**src/rtl/shot_clock_ctrl_pkg.sv**
```systemverilog
// rtl/shot_clock_ctrl_pkg.sv - shared state encoding and BCD helper for the shot clock
package shot_clock_ctrl_pkg;

   localparam logic [1:0] ST_IDLE    = 2'd0;
   localparam logic [1:0] ST_RUN     = 2'd1;
   localparam logic [1:0] ST_PAUSE   = 2'd2;
   localparam logic [1:0] ST_EXPIRED = 2'd3;

   // Elaboration-time split of a decimal 0..99 value into {tens, ones} BCD digits.
   function automatic logic [7:0] bcd_split(input int v);
      logic [3:0] t;
      logic [3:0] o;
      t = 4'(v / 10);
      o = 4'(v % 10);
      return {t, o};
   endfunction

endpackage

```
**src/rtl/Num.sv**
```systemverilog
// rtl/Num.sv - BCD digit to 7-segment decoder, {dp,g,f,e,d,c,b,a} active-high
module Num (
   input  logic [3:0] num,
   output logic [7:0] seg
);

   always_comb begin
      seg = 8'h00;
      case (num)
         4'd0: seg = 8'h3F;
         4'd1: seg = 8'h06;
         4'd2: seg = 8'h5B;
         4'd3: seg = 8'h4F;
         4'd4: seg = 8'h66;
         4'd5: seg = 8'h6D;
         4'd6: seg = 8'h7D;
         4'd7: seg = 8'h07;
         4'd8: seg = 8'h7F;
         4'd9: seg = 8'h6F;
         default: seg = 8'h00;
      endcase
   end

endmodule

```
**src/rtl/shot_clock_ctrl_tick_prescaler.sv**
```systemverilog
// rtl/shot_clock_ctrl_tick_prescaler.sv - divides clk down to one count tick per CLK_DIV cycles
module shot_clock_ctrl_tick_prescaler #(
   parameter int CLK_DIV = 50000000
) (
   input  logic clk,
   input  logic rst,
   input  logic en,
   input  logic clr,
   output logic tick
);

   localparam int W = (CLK_DIV > 1) ? $clog2(CLK_DIV) : 1;
   localparam logic [W-1:0] LAST = W'(CLK_DIV - 1);

   logic [W-1:0] cnt;

   assign tick = en && (cnt == LAST);

   // Holding while disabled keeps the fractional second across a pause.
   always_ff @(posedge clk) begin
      if (!rst) begin
         cnt <= '0;
      end else if (clr) begin
         cnt <= '0;
      end else if (en) begin
         cnt <= tick ? '0 : cnt + W'(1);
      end
   end

endmodule

```
**src/rtl/shot_clock_ctrl.sv**
```systemverilog
// rtl/shot_clock_ctrl.sv - button-driven two-digit BCD shot clock with expiry buzzer
module shot_clock_ctrl
   import shot_clock_ctrl_pkg::*;
#(
   parameter int CLK_DIV    = 50000000,
   parameter int RELOAD_A   = 24,
   parameter int RELOAD_B   = 14,
   parameter int BUZZ_TICKS = 3
) (
   input  logic       clk,
   input  logic       rst,
   input  logic       start,
   input  logic       pause,
   input  logic       reload_a,
   input  logic       reload_b,
   output logic [3:0] ten,
   output logic [3:0] one,
   output logic       running,
   output logic       buzz,
   output logic [7:0] segO1,
   output logic [7:0] segO2
);

   localparam logic [7:0] LOAD_A = bcd_split(RELOAD_A);
   localparam logic [7:0] LOAD_B = bcd_split(RELOAD_B);
   localparam int BW = (BUZZ_TICKS > 0) ? $clog2(BUZZ_TICKS + 1) : 1;
   localparam logic [BW-1:0] BUZZ_LAST = BW'(BUZZ_TICKS - 1);

   logic [1:0]    state;
   logic [BW-1:0] buzz_cnt;
   logic          tick;
   logic          pre_en;
   logic          reload;

   assign reload  = reload_a | reload_b;
   // A pause in RUN also freezes the prescaler on that very cycle, so a coincident tick is dropped.
   assign pre_en  = ((state == ST_RUN) && !pause) || (state == ST_EXPIRED);
   assign running = (state == ST_RUN);
   assign buzz    = (state == ST_EXPIRED);

   shot_clock_ctrl_tick_prescaler #(
      .CLK_DIV (CLK_DIV)
   ) u_tick_prescaler (
      .clk  (clk),
      .rst  (rst),
      .en   (pre_en),
      .clr  (reload),
      .tick (tick)
   );

   always_ff @(posedge clk) begin
      if (!rst) begin
         state    <= ST_IDLE;
         ten      <= LOAD_A[7:4];
         one      <= LOAD_A[3:0];
         buzz_cnt <= '0;
      end else if (reload_a) begin
         state    <= ST_IDLE;
         ten      <= LOAD_A[7:4];
         one      <= LOAD_A[3:0];
         buzz_cnt <= '0;
      end else if (reload_b) begin
         state    <= ST_IDLE;
         ten      <= LOAD_B[7:4];
         one      <= LOAD_B[3:0];
         buzz_cnt <= '0;
      end else begin
         case (state)
            ST_IDLE: begin
               if (start && ({ten, one} != 8'h00)) begin
                  state <= ST_RUN;
               end
            end
            ST_RUN: begin
               if (pause) begin
                  state <= ST_PAUSE;
               end else if (tick) begin
                  // 01 and the never-expected 00 both land on 00, so the count cannot wrap.
                  if ({ten, one} <= 8'h01) begin
                     ten      <= 4'd0;
                     one      <= 4'd0;
                     state    <= ST_EXPIRED;
                     buzz_cnt <= '0;
                  end else if (one != 4'd0) begin
                     one <= one - 4'd1;
                  end else begin
                     one <= 4'd9;
                     ten <= ten - 4'd1;
                  end
               end
            end
            ST_PAUSE: begin
               if (start) begin
                  state <= ST_RUN;
               end
            end
            ST_EXPIRED: begin
               if (tick) begin
                  if (buzz_cnt == BUZZ_LAST) begin
                     state    <= ST_IDLE;
                     buzz_cnt <= '0;
                  end else begin
                     buzz_cnt <= buzz_cnt + BW'(1);
                  end
               end
            end
            default: begin
               state <= ST_IDLE;
            end
         endcase
      end
   end

   Num u_num_ten (
      .num (ten),
      .seg (segO1)
   );

   Num u_num_one (
      .num (one),
      .seg (segO2)
   );

endmodule

```
**config.mk**
```make
export PLATFORM = sky130hd
export DESIGN_NAME = shot_clock_ctrl
export DESIGN_NICKNAME = d
export VERILOG_FILES = /design/src/rtl/shot_clock_ctrl_pkg.sv /design/src/rtl/Num.sv /design/src/rtl/shot_clock_ctrl_tick_prescaler.sv /design/src/rtl/shot_clock_ctrl.sv
export SDC_FILE = /design/constraint.sdc
export NUM_CORES = 1
export LEC_CHECK = 0
export BUFFER_PORTS_ARGS = -buffer_cell sky130_fd_sc_hd__buf_2
export CAP_MARGIN = 30
export CORE_ASPECT_RATIO = 0.75
export CORE_MARGIN = 2
export CORE_UTILIZATION = 40
export CTS_CLUSTER_SIZE = 30
export DETAILED_ROUTE_END_ITERATION = 16
export GPL_TIMING_DRIVEN = 0
export PLACE_DENSITY_LB_ADDON = 0.12
export SYNTH_ARGS = -nofsm -noshare
export SYNTH_HDL_FRONTEND = slang
export SYNTH_SLANG_ARGS = --single-unit
```
**constraint.sdc**
```tcl
create_clock -name clk -period 5.6 [get_ports clk]
set_input_delay 0.56 -clock clk [delete_from_list [all_inputs] [get_ports clk]]
set_output_delay 0.56 -clock clk [all_outputs]
set_load 0.01 [all_outputs]
```
==> out/metrics.yaml, run 1 <==
path_clk_slew_ps: 90
cts_tree: "yes"
critPathRequiredTime_ps: 5840
layout_commonest_cell: "nor2_1"
die_area_sq_mm: 0.006947
clock_latency_ps: 300
placed_cell_area_sq_mm: 0.002763
yosys.area.top_type: "dfxtp_1"
pre_cts_ws_ps: 2511
status: "completed"
timing.fmax_ghz: 0.3195
hp-class: "reg -> reg"
tns_ps: 0
nets: 356
power_density_mw_per_mm2: 222.1
design_area_sq_mm: 0.002897
rr_endpoint: "u_num_one.seg[3]"
die_y_um: 72.69
ff2ff_path_depth: 12
worstPathMaxFanout: 7
cts_max_path_buffers: 2
drt-total-wl_mm: 5.370
maxSlewViolCount: 0
grt_max_degree: 15
avgSynthCellArea_sq_um: 8.387
route.layer.met1.wl_mm: 3.087
finClkSkew_ps: 8.388
synth-async-reset-ratio: 0
grt_usage: 0.1728
seq_area_sq_um: 900.9
core_area_sq_mm: 0.005946
synth_area_sq_mm: 0.002516
grt_pass1_vias: 1957
drc_errors: 0
syn_inst: 300
cts.sinks: 45
slew_headroom: 0.5724
p_leak_nw: 1.087
cp-startpoint: "ten[0]"
cts_setup_buffers: 0
drt_iter0_drc: 135
hp-start: "u_tick_prescaler.cnt[1]"
hold_depth: 2
gp_congestion: 0.8443
antenna_cells: 0
place_hpwl_mm: 4.025
synth_top_area_share: 0.3580
ys_warn_count: 0
min_to: "u_tick_prescaler.cnt[1]"
hold_viol_final: 0
ys.flop_type: "dfxtp_1"
period_minus_slack_ps: 3130
htreeDepth: 2
routed.top_layer: "met4"
met3_length_um: 195
ys_types: 56
initial_core_util: 0.4232
final_cell_mix: "58 x nor2_1, 45 x dfxtp_1, 31 x buf_2, 23 x nand2_1, 17 x a21oi_1"
fillers: 595
drtPass1Iterations: 4
ios: 32
cts_buffers: 5
wl_met2_mm: 2.035
syn_to_final_growth_pct: 15.12
wl_per_cell_um: 12.91
rows: 24
drtAntennaViolNets: 0
period_share: 0.5589
synth_edf_count: 0
ir_worst_vdd_v: 0.0001668
synth.area.top_cells: "dfxtp_1 36%, nor2_1 8.7%, ha_1 6.5%, xor2_1 5.2%, nand2_1 3.4%"
vias: 2067
cts_hold_buf: 0
synth_seq_area_share: 0.3580
die_width_um: 95.58
portBuffers: 29
cts_resized: 0
path_class: "reg -> reg"
ys_ff_latch: 45
avgViaCountPerCell: 4.969
worst_setup_path_end_kind: "register"
rsz0062_at_grt: "false"
max_slew.worst_pin.slew_ps: 641.4
cts-root-buf: "clkbuf_8"
multi_input_area_sq_mm: 0.001495
overflow: 0
setup_viol: 0
worstSetupStartpointType: "register"
antenna_found_initial: 0
drive_gt1_frac: 0.1953
cp.arrival_ps: 3370
cap_violations: 0
regToRegSetupSlack_ps: 2470
grt_pass1_wl_mm: 9.377
worstReg2RegStart: "ten[0]"
worst_slack_ps: 2470
## sequential cells by signal, indices dropped and copies added (netlist names)
register and cells:
u_tick_prescaler.cnt 26, u_num_one.seg 7, one 4, ten 4, buzz_cnt 2, state 2
## worst max path at each step
| stage | to | slack, ps | depth (start not counted) |
|---|---|---|---|
| CTS | u_num_one.seg[3] | 2480 | 12 |
| detailed placement | u_num_one.seg[3] | 2510 | 12 |
| global route | u_num_one.seg[3] | 2230 | 12 |
| floorplan | u_num_one.seg[3] | 2940 | 12 |
| global placement | u_num_one.seg[3] | 2520 | 12 |
| finish | u_num_one.seg[3] | 2470 | 12 |
## stage by stage
step                  util  hold WS, ps  instances  total power [mW]
global placement    0.4646        462.2        408            0.3594
CTS                 0.4872        478.3        416            0.6486
detailed placement  0.4646        467.0        408            0.3600
global route        0.4872        501.7        416            0.6684
finish              0.4872        475.3        416            0.6432
floorplan                -        444.3        301            0.3496
## power breakdown
part           internal [mW]  leakage [nW]  switching (mW)  total [mW]
registers              0.321         0.363         0.00199       0.323
clock network          0.177        0.0681           0.113       0.291
logic                 0.0116         0.656          0.0183      0.0300
total                  0.509          1.09           0.134       0.643
## cell usage after synthesis (all sizes together) (2+ instances only)
| library cell | number |
|---|---|
| nor2 | 58 |
| dfxtp | 45 |
| nand2 | 23 |
| a21oi | 18 |
| o21ai | 17 |
| xor2 | 15 |
| ha | 13 |
| inv | 13 |
| nand3 | 9 |
| xnor2 | 9 |
| and3 | 8 |
| buf | 8 |
| nor3 | 8 |
| nand4 | 6 |
| nor4 | 6 |
| clkbuf | 4 |
| nor2b | 4 |
| mux2i | 3 |
| o22ai | 3 |
| nand2b | 2 |
| nor4b | 2 |
| o41ai | 2 |
| or2 | 2 |
| or3 | 2 |
| or3b | 2 |
## critical path, cell delays in order, from the launching register on
cell and delay (ps):
dfxtp_1 510, inv_1 150, ha_1 360, nor4b_2 430
o21ai_0 140, o41a_1 320, a21oi_1 260, nor2_1 180
inv_1 130, ha_1 240, and2b_1 210, nor2_1 50
o21ai_1 110
## cell families after synthesis
| kind of cell | after synthesis | synth area share |
|---|---|---|
| buffers and inverters | 25 | 0.04923 |
| multiplexers | 4 | 0.01641 |
| AND/OR/NAND/NOR | 139 | 0.2934 |
| adder cells (fa/ha/maj) | 13 | 0.06465 |
| flip-flops | 45 | 0.3580 |
| XOR/XNOR | 24 | 0.08354 |
| AO/OA/AOI/OAI | 49 | 0.1333 |
| other | 1 | 0.001490 |
## layer usage
metal  global-route usage  vias up
li1                     -     1096
met1               0.2691      938
met2               0.2300       27
met3              0.04959        6
met4              0.04286        0
met5                    0        -
## cell type report
| class | count | area share |
|---|---|---|
| well taps | 78 | 0.03369 |
| multi-input cells | 231 | 0.5162 |
| clock inverters | 3 | 0.02246 |
| flip-flops and latches | 45 | 0.3110 |
| clock buffers | 5 | 0.02376 |
| repair buffers | 29 | 0.05011 |
| plain buffers | 12 | 0.02592 |
| inverters | 13 | 0.01685 |
No activity file was read; power rests on OpenSTA's default activity.
==> run 2: changes to the inputs <==
- clock period: 5.6 -> 2.8 ns (I/O delays scaled with it)
==> out/metrics.yaml, run 2 (synthesis gave the netlist of run 1 again) <==
status: "completed"
gp_congestion: 0.8443
die_y_um: 72.69
cts-root-buf: "clkbuf_8"
drt_iter0_drc: 103
fillers: 596
slew_headroom: 0.5753
critPathRequiredTime_ps: 3040
path_clk_slew_ps: 90
avgViaCountPerCell: 5.002
wl_per_cell_um: 12.96
finClkSkew_ps: 8.881
timing.fmax_ghz: 0.3734
min_to: "ten[1]"
slowest_stage: "dfxtp_2"
cts_buffers: 5
worst_setup_path_end_kind: "register"
clock_latency_ps: 300
hp-class: "in -> reg"
hold_viol_final: 0
portBuffers: 29
grt_pass1_vias: 1975
core_area_sq_mm: 0.005946
initial_core_util: 0.4232
nets: 356
drtPass1Iterations: 4
tns_ps: 0
cp.arrival_ps: 2920
rows: 24
htreeDepth: 2
critical_path.max_stage_delay_ps: 430
ios: 32
place_hpwl_mm: 4.025
cp_cell_sequence: "inv_1 > ha_2 > nor4b_4 > o21ai_0 > o41a_1 > a21oi_2 > nor2_2 > inv_1 > ha_1 > and2b_1 > nor2_1 > o21ai_1"
cts.sinks: 45
final_cell_mix: "56 x nor2_1, 43 x dfxtp_1, 31 x buf_2, 23 x nand2_1, 16 x a21oi_1"
rr_endpoint: "u_num_one.seg[3]"
cts_tree: "yes"
largest_register_ffs: 26
cts_hold_buf: 0
grt_pass1_wl_mm: 9.453
cts_setup_buffers: 0
regToRegSetupSlack_ps: 120
drc_errors: 0
layout_commonest_cell: "nor2_1"
rsz0062_at_grt: "true"
vias: 2081
hold_depth: 2
max_slew.worst_pin.slew_ps: 637.1
antenna_found_initial: 0
ff2ff_path_depth: 12
drive_gt1_frac: 0.2130
power_density_mw_per_mm2: 439.3
drt-total-wl_mm: 5.390
die_width_um: 95.58
drtAntennaViolNets: 0
worst-path-buf-inv: 2
grt_usage: 0.1741
worstSetupStartpointType: "register"
ir_worst_vdd_v: 0.0003362
period_minus_slack_ps: 2678
maxSlewViolCount: 0
worstReg2RegStart: "ten[0]"
grt_max_degree: 15
overflow: 0
die_area_sq_mm: 0.006947
seq_area_sq_um: 905.9
crit_family: "compound AO/OA/AOI/OAI gates"
cp-startpoint: "ten[0]"
hp-start: "reload_b"
multi_input_area_sq_mm: 0.001524
antenna_cells: 0
setup_viol: 0
p_leak_nw: 1.107
cap_violations: 0
crit_top_cell: "inv_1"
syn_to_final_growth_pct: 16.46
period_share: 0.9564
worstPathMaxFanout: 7
path_class: "reg -> reg"
finalPower_mw: 1.287
top_register: "u_tick_prescaler.cnt"
cts_max_path_buffers: 2
## run 2: cell counts in the layout (fill, tap and decap cells not counted)
Identical to the previous run, type by type.
## run 2: layout make-up
type / instances / area share
clock buffer: 5 / 0.02348
buffer: 12 / 0.02562
sequential: 45 / 0.3091
timing repair buffer: 29 / 0.04953
clock inverter: 3 / 0.02220
tap: 78 / 0.03330
multi-input combinational: 231 / 0.5201
inverter: 13 / 0.01665
## run 2: worst max path at each step
stage | end | cells after the start
6_report | u_num_one.seg[3] | 12
5_1_grt | u_num_one.seg[3] | 12
4_1_cts | u_num_one.seg[3] | 12
3_5_place_dp | u_num_one.seg[3] | 12
3_3_place_gp | u_num_one.seg[3] | 12
2_1_floorplan | u_num_one.seg[3] | 12
## run 2: report_power, final
part           switching, mW  internal [mW]  leakage, nW
combinational         0.0373         0.0237        0.675
clock                  0.227          0.355       0.0681
sequential           0.00404          0.641        0.363
total                  0.268           1.02         1.11
## run 2: worst reg2reg max path, cell delays in order, from the launching register on
cell and delay [ps]:
dfxtp_2 430, inv_1 120, ha_2 280, nor4b_4 320, o21ai_0 130, o41a_1 340
a21oi_2 190, nor2_2 110, inv_1 110, ha_1 240, and2b_1 210, nor2_1 50
o21ai_1 110
## run 2: repair_timing
item | 4_1_cts | 5_1_grt
gates resized for setup | 5 | 4
endpoints found under the setup margin | 7 | 7
pin swaps | 0 | 1
endpoints found under the hold margin | 0 | 0
## run 2: through the flow
step           hold slack, ps  setup WS (ps)  utilization  instances  instance area [sq um]
2_1_floorplan           391.0          136.7            -        301                   2520
3_3_place_gp            462.2         -284.8       0.4646        408                   2763
3_5_place_dp            467.0         -289.1       0.4646        408                   2763
4_1_cts                 225.4          12.66       0.4899        416                   2913
5_1_grt                 240.6         -60.44       0.4928        416                   2930
6_report                224.2          122.1       0.4928        416                   2930
## run 2: metal layers
layer | GRT usage | share of wire | vias up
li1 | - | - | 1095
met1 | 0.2703 | 0.56 | 954
met2 | 0.2331 | 0.39 | 28
met3 | 0.04959 | 0.041 | 4
met4 | 0.04286 | 0.0082 | 0
met5 | 0 | 0 | -
==> run 3: changes to the inputs <==
- GPL_TIMING_DRIVEN: 0 -> default
- PLACE_DENSITY_LB_ADDON: 0.12 -> default
==> out/metrics.yaml, run 3 (synthesis gave the netlist of run 1 again) <==
hold_viol_final: 0
wl_per_cell_um: 12.71
grt_max_degree: 23
slew_headroom: 0.5992
cts_setup_buffers: 0
hold_depth: 3
setup_viol: 0
final_cell_mix: "56 x nor2_1, 45 x dfxtp_1, 29 x buf_2, 23 x nand2_1, 16 x a21oi_1"
grt_pass1_vias: 1928
initial_core_util: 0.4232
die_y_um: 72.69
avgViaCountPerCell: 5.005
period_share: 0.9256
drive_gt1_frac: 0.2147
design_area_sq_mm: 0.002904
maxSlewViolCount: 0
drt_iter0_drc: 101
finClkSkew_ps: 8.338
timing.fmax_ghz: 0.3859
path_clk_slew_ps: 80
placed_cell_area_sq_mm: 0.002793
worstReg2RegStart: "u_tick_prescaler.cnt[0]"
grt_pass1_wl_mm: 9.211
drtPass1Iterations: 4
path_class: "reg -> reg"
drc_errors: 0
cp.arrival_ps: 2800
cts_max_path_buffers: 2
worstSetupStartpointType: "register"
core_area_sq_mm: 0.005946
ir_worst_vdd_v: 0.0001771
power_density_mw_per_mm2: 373.9
htreeDepth: 2
rsz0062_at_grt: "false"
tns_ps: 0
clock_latency_ps: 290
top_register: "u_tick_prescaler.cnt"
finalPower_mw: 1.086
worstPathMaxFanout: 10
cap_violations: 0
syn_to_final_growth_pct: 15.42
worst_slack_ps: 208.4
layout_commonest_cell: "nor2_1"
drt-total-wl_mm: 5.313
gp_congestion: 0.8140
regToRegSetupSlack_ps: 210
largest_register_ffs: 26
place_hpwl_mm: 4.007
hp-class: "in -> reg"
grt_usage: 0.1674
pre_cts_ws_ps: 101.9
vias: 2092
antenna_found_initial: 0
cts.sinks: 45
cts-root-buf: "clkbuf_8"
fillers: 579
die_area_sq_mm: 0.006947
rows: 24
antenna_cells: 0
die_width_um: 95.58
worstSetupEndpoint: "u_num_one.seg[2]"
status: "completed"
drtAntennaViolNets: 0
nets: 358
worst_setup_path_end_kind: "register"
ios: 32
cp-startpoint: "u_tick_prescaler.cnt[0]"
ff2ff_path_depth: 9
rr_endpoint: "u_num_one.seg[2]"
cts_buffers: 5
cts_tree: "yes"
overflow: 0
portBuffers: 29
critPathRequiredTime_ps: 3010
p_leak_nw: 1.100
max_slew.worst_pin.slew_ps: 595.7
period_minus_slack_ps: 2592
==> run 3: changes by cell type in the layout (fill, tap and decap cells not counted) <==
cell	change
buf_1	-1
bufinv_16	-2
dfxtp_4	-1
clkinv_2	-1
ha_1	+1
buf_6	-2
buf_4	+11
or3_1	-1
or3_4	+1
dfxtp_1	+2
dfxtp_2	-1
buf_2	-2
ha_2	-1
clkbuf_2	-1
==> run 3: worst min path at each step <==
| stage | from | to | slack (ps) |
|---|---|---|---|
| 5_1_grt | reload_a | ten[1] | 230 |
| 2_1_floorplan | reload_b | ten[1] | 390 |
| 3_3_place_gp | u_tick_prescaler.cnt[1] | u_tick_prescaler.cnt[1] | 460 |
| 3_5_place_dp | u_tick_prescaler.cnt[1] | u_tick_prescaler.cnt[1] | 470 |
| 6_report | reload_a | ten[1] | 220 |
| 4_1_cts | reload_a | ten[1] | 220 |
==> run 3: critical path, stage by stage, from the launching register on <==
cell,delay (ps)
dfxtp_1,380
ha_1,180
and3_1,190
nand3_2,160
buf_4,200
nor4_2,270
nand4_1,250
a21oi_4,330
or3b_1,450
o21ai_0,110
==> run 3: stage by stage <==
stage | utilization | cells | hold WS, ps
final | 0.4884 | 418 | 219.0
after global routing | 0.4884 | 418 | 227.5
after CTS | 0.4832 | 418 | 215.0
after detailed placement | 0.4697 | 410 | 471.4
after global placement | 0.4697 | 410 | 464.7
after floorplan | - | 301 | 391.0
==> run 3: cell type report <==
| type | instances | area (sq um) | share of cell area |
|---|---|---|---|
| multi-input combinational | 231 | 1526 | 0.5256 |
| sequential | 45 | 900.9 | 0.3102 |
| timing repair buffer | 43 | 250.2 | 0.08617 |
| tap | 78 | 97.59 | 0.03361 |
| clock buffer | 8 | 80.08 | 0.02757 |
| inverter | 13 | 48.80 | 0.01680 |
==> run 3: power by group <==
part           leakage, nW  internal (mW)  switching, mW
sequential           0.363          0.641        0.00107
combinational        0.698         0.0257         0.0387
clock               0.0395          0.178          0.202
==> run 3: repair_timing <==
action	CTS	global route
gates resized for setup	0	6
hold buffers	0	0
setup endpoints to repair	0	3
==> run 3: metal layers <==
layer	part of all wire	GRT usage	vias to the layer above
met2	0.39	0.2323	33
met4	0.0075	0.03333	0
li1	-	-	1098
met3	0.034	0.03822	5
met1	0.57	0.2621	956
met5	0	0	-
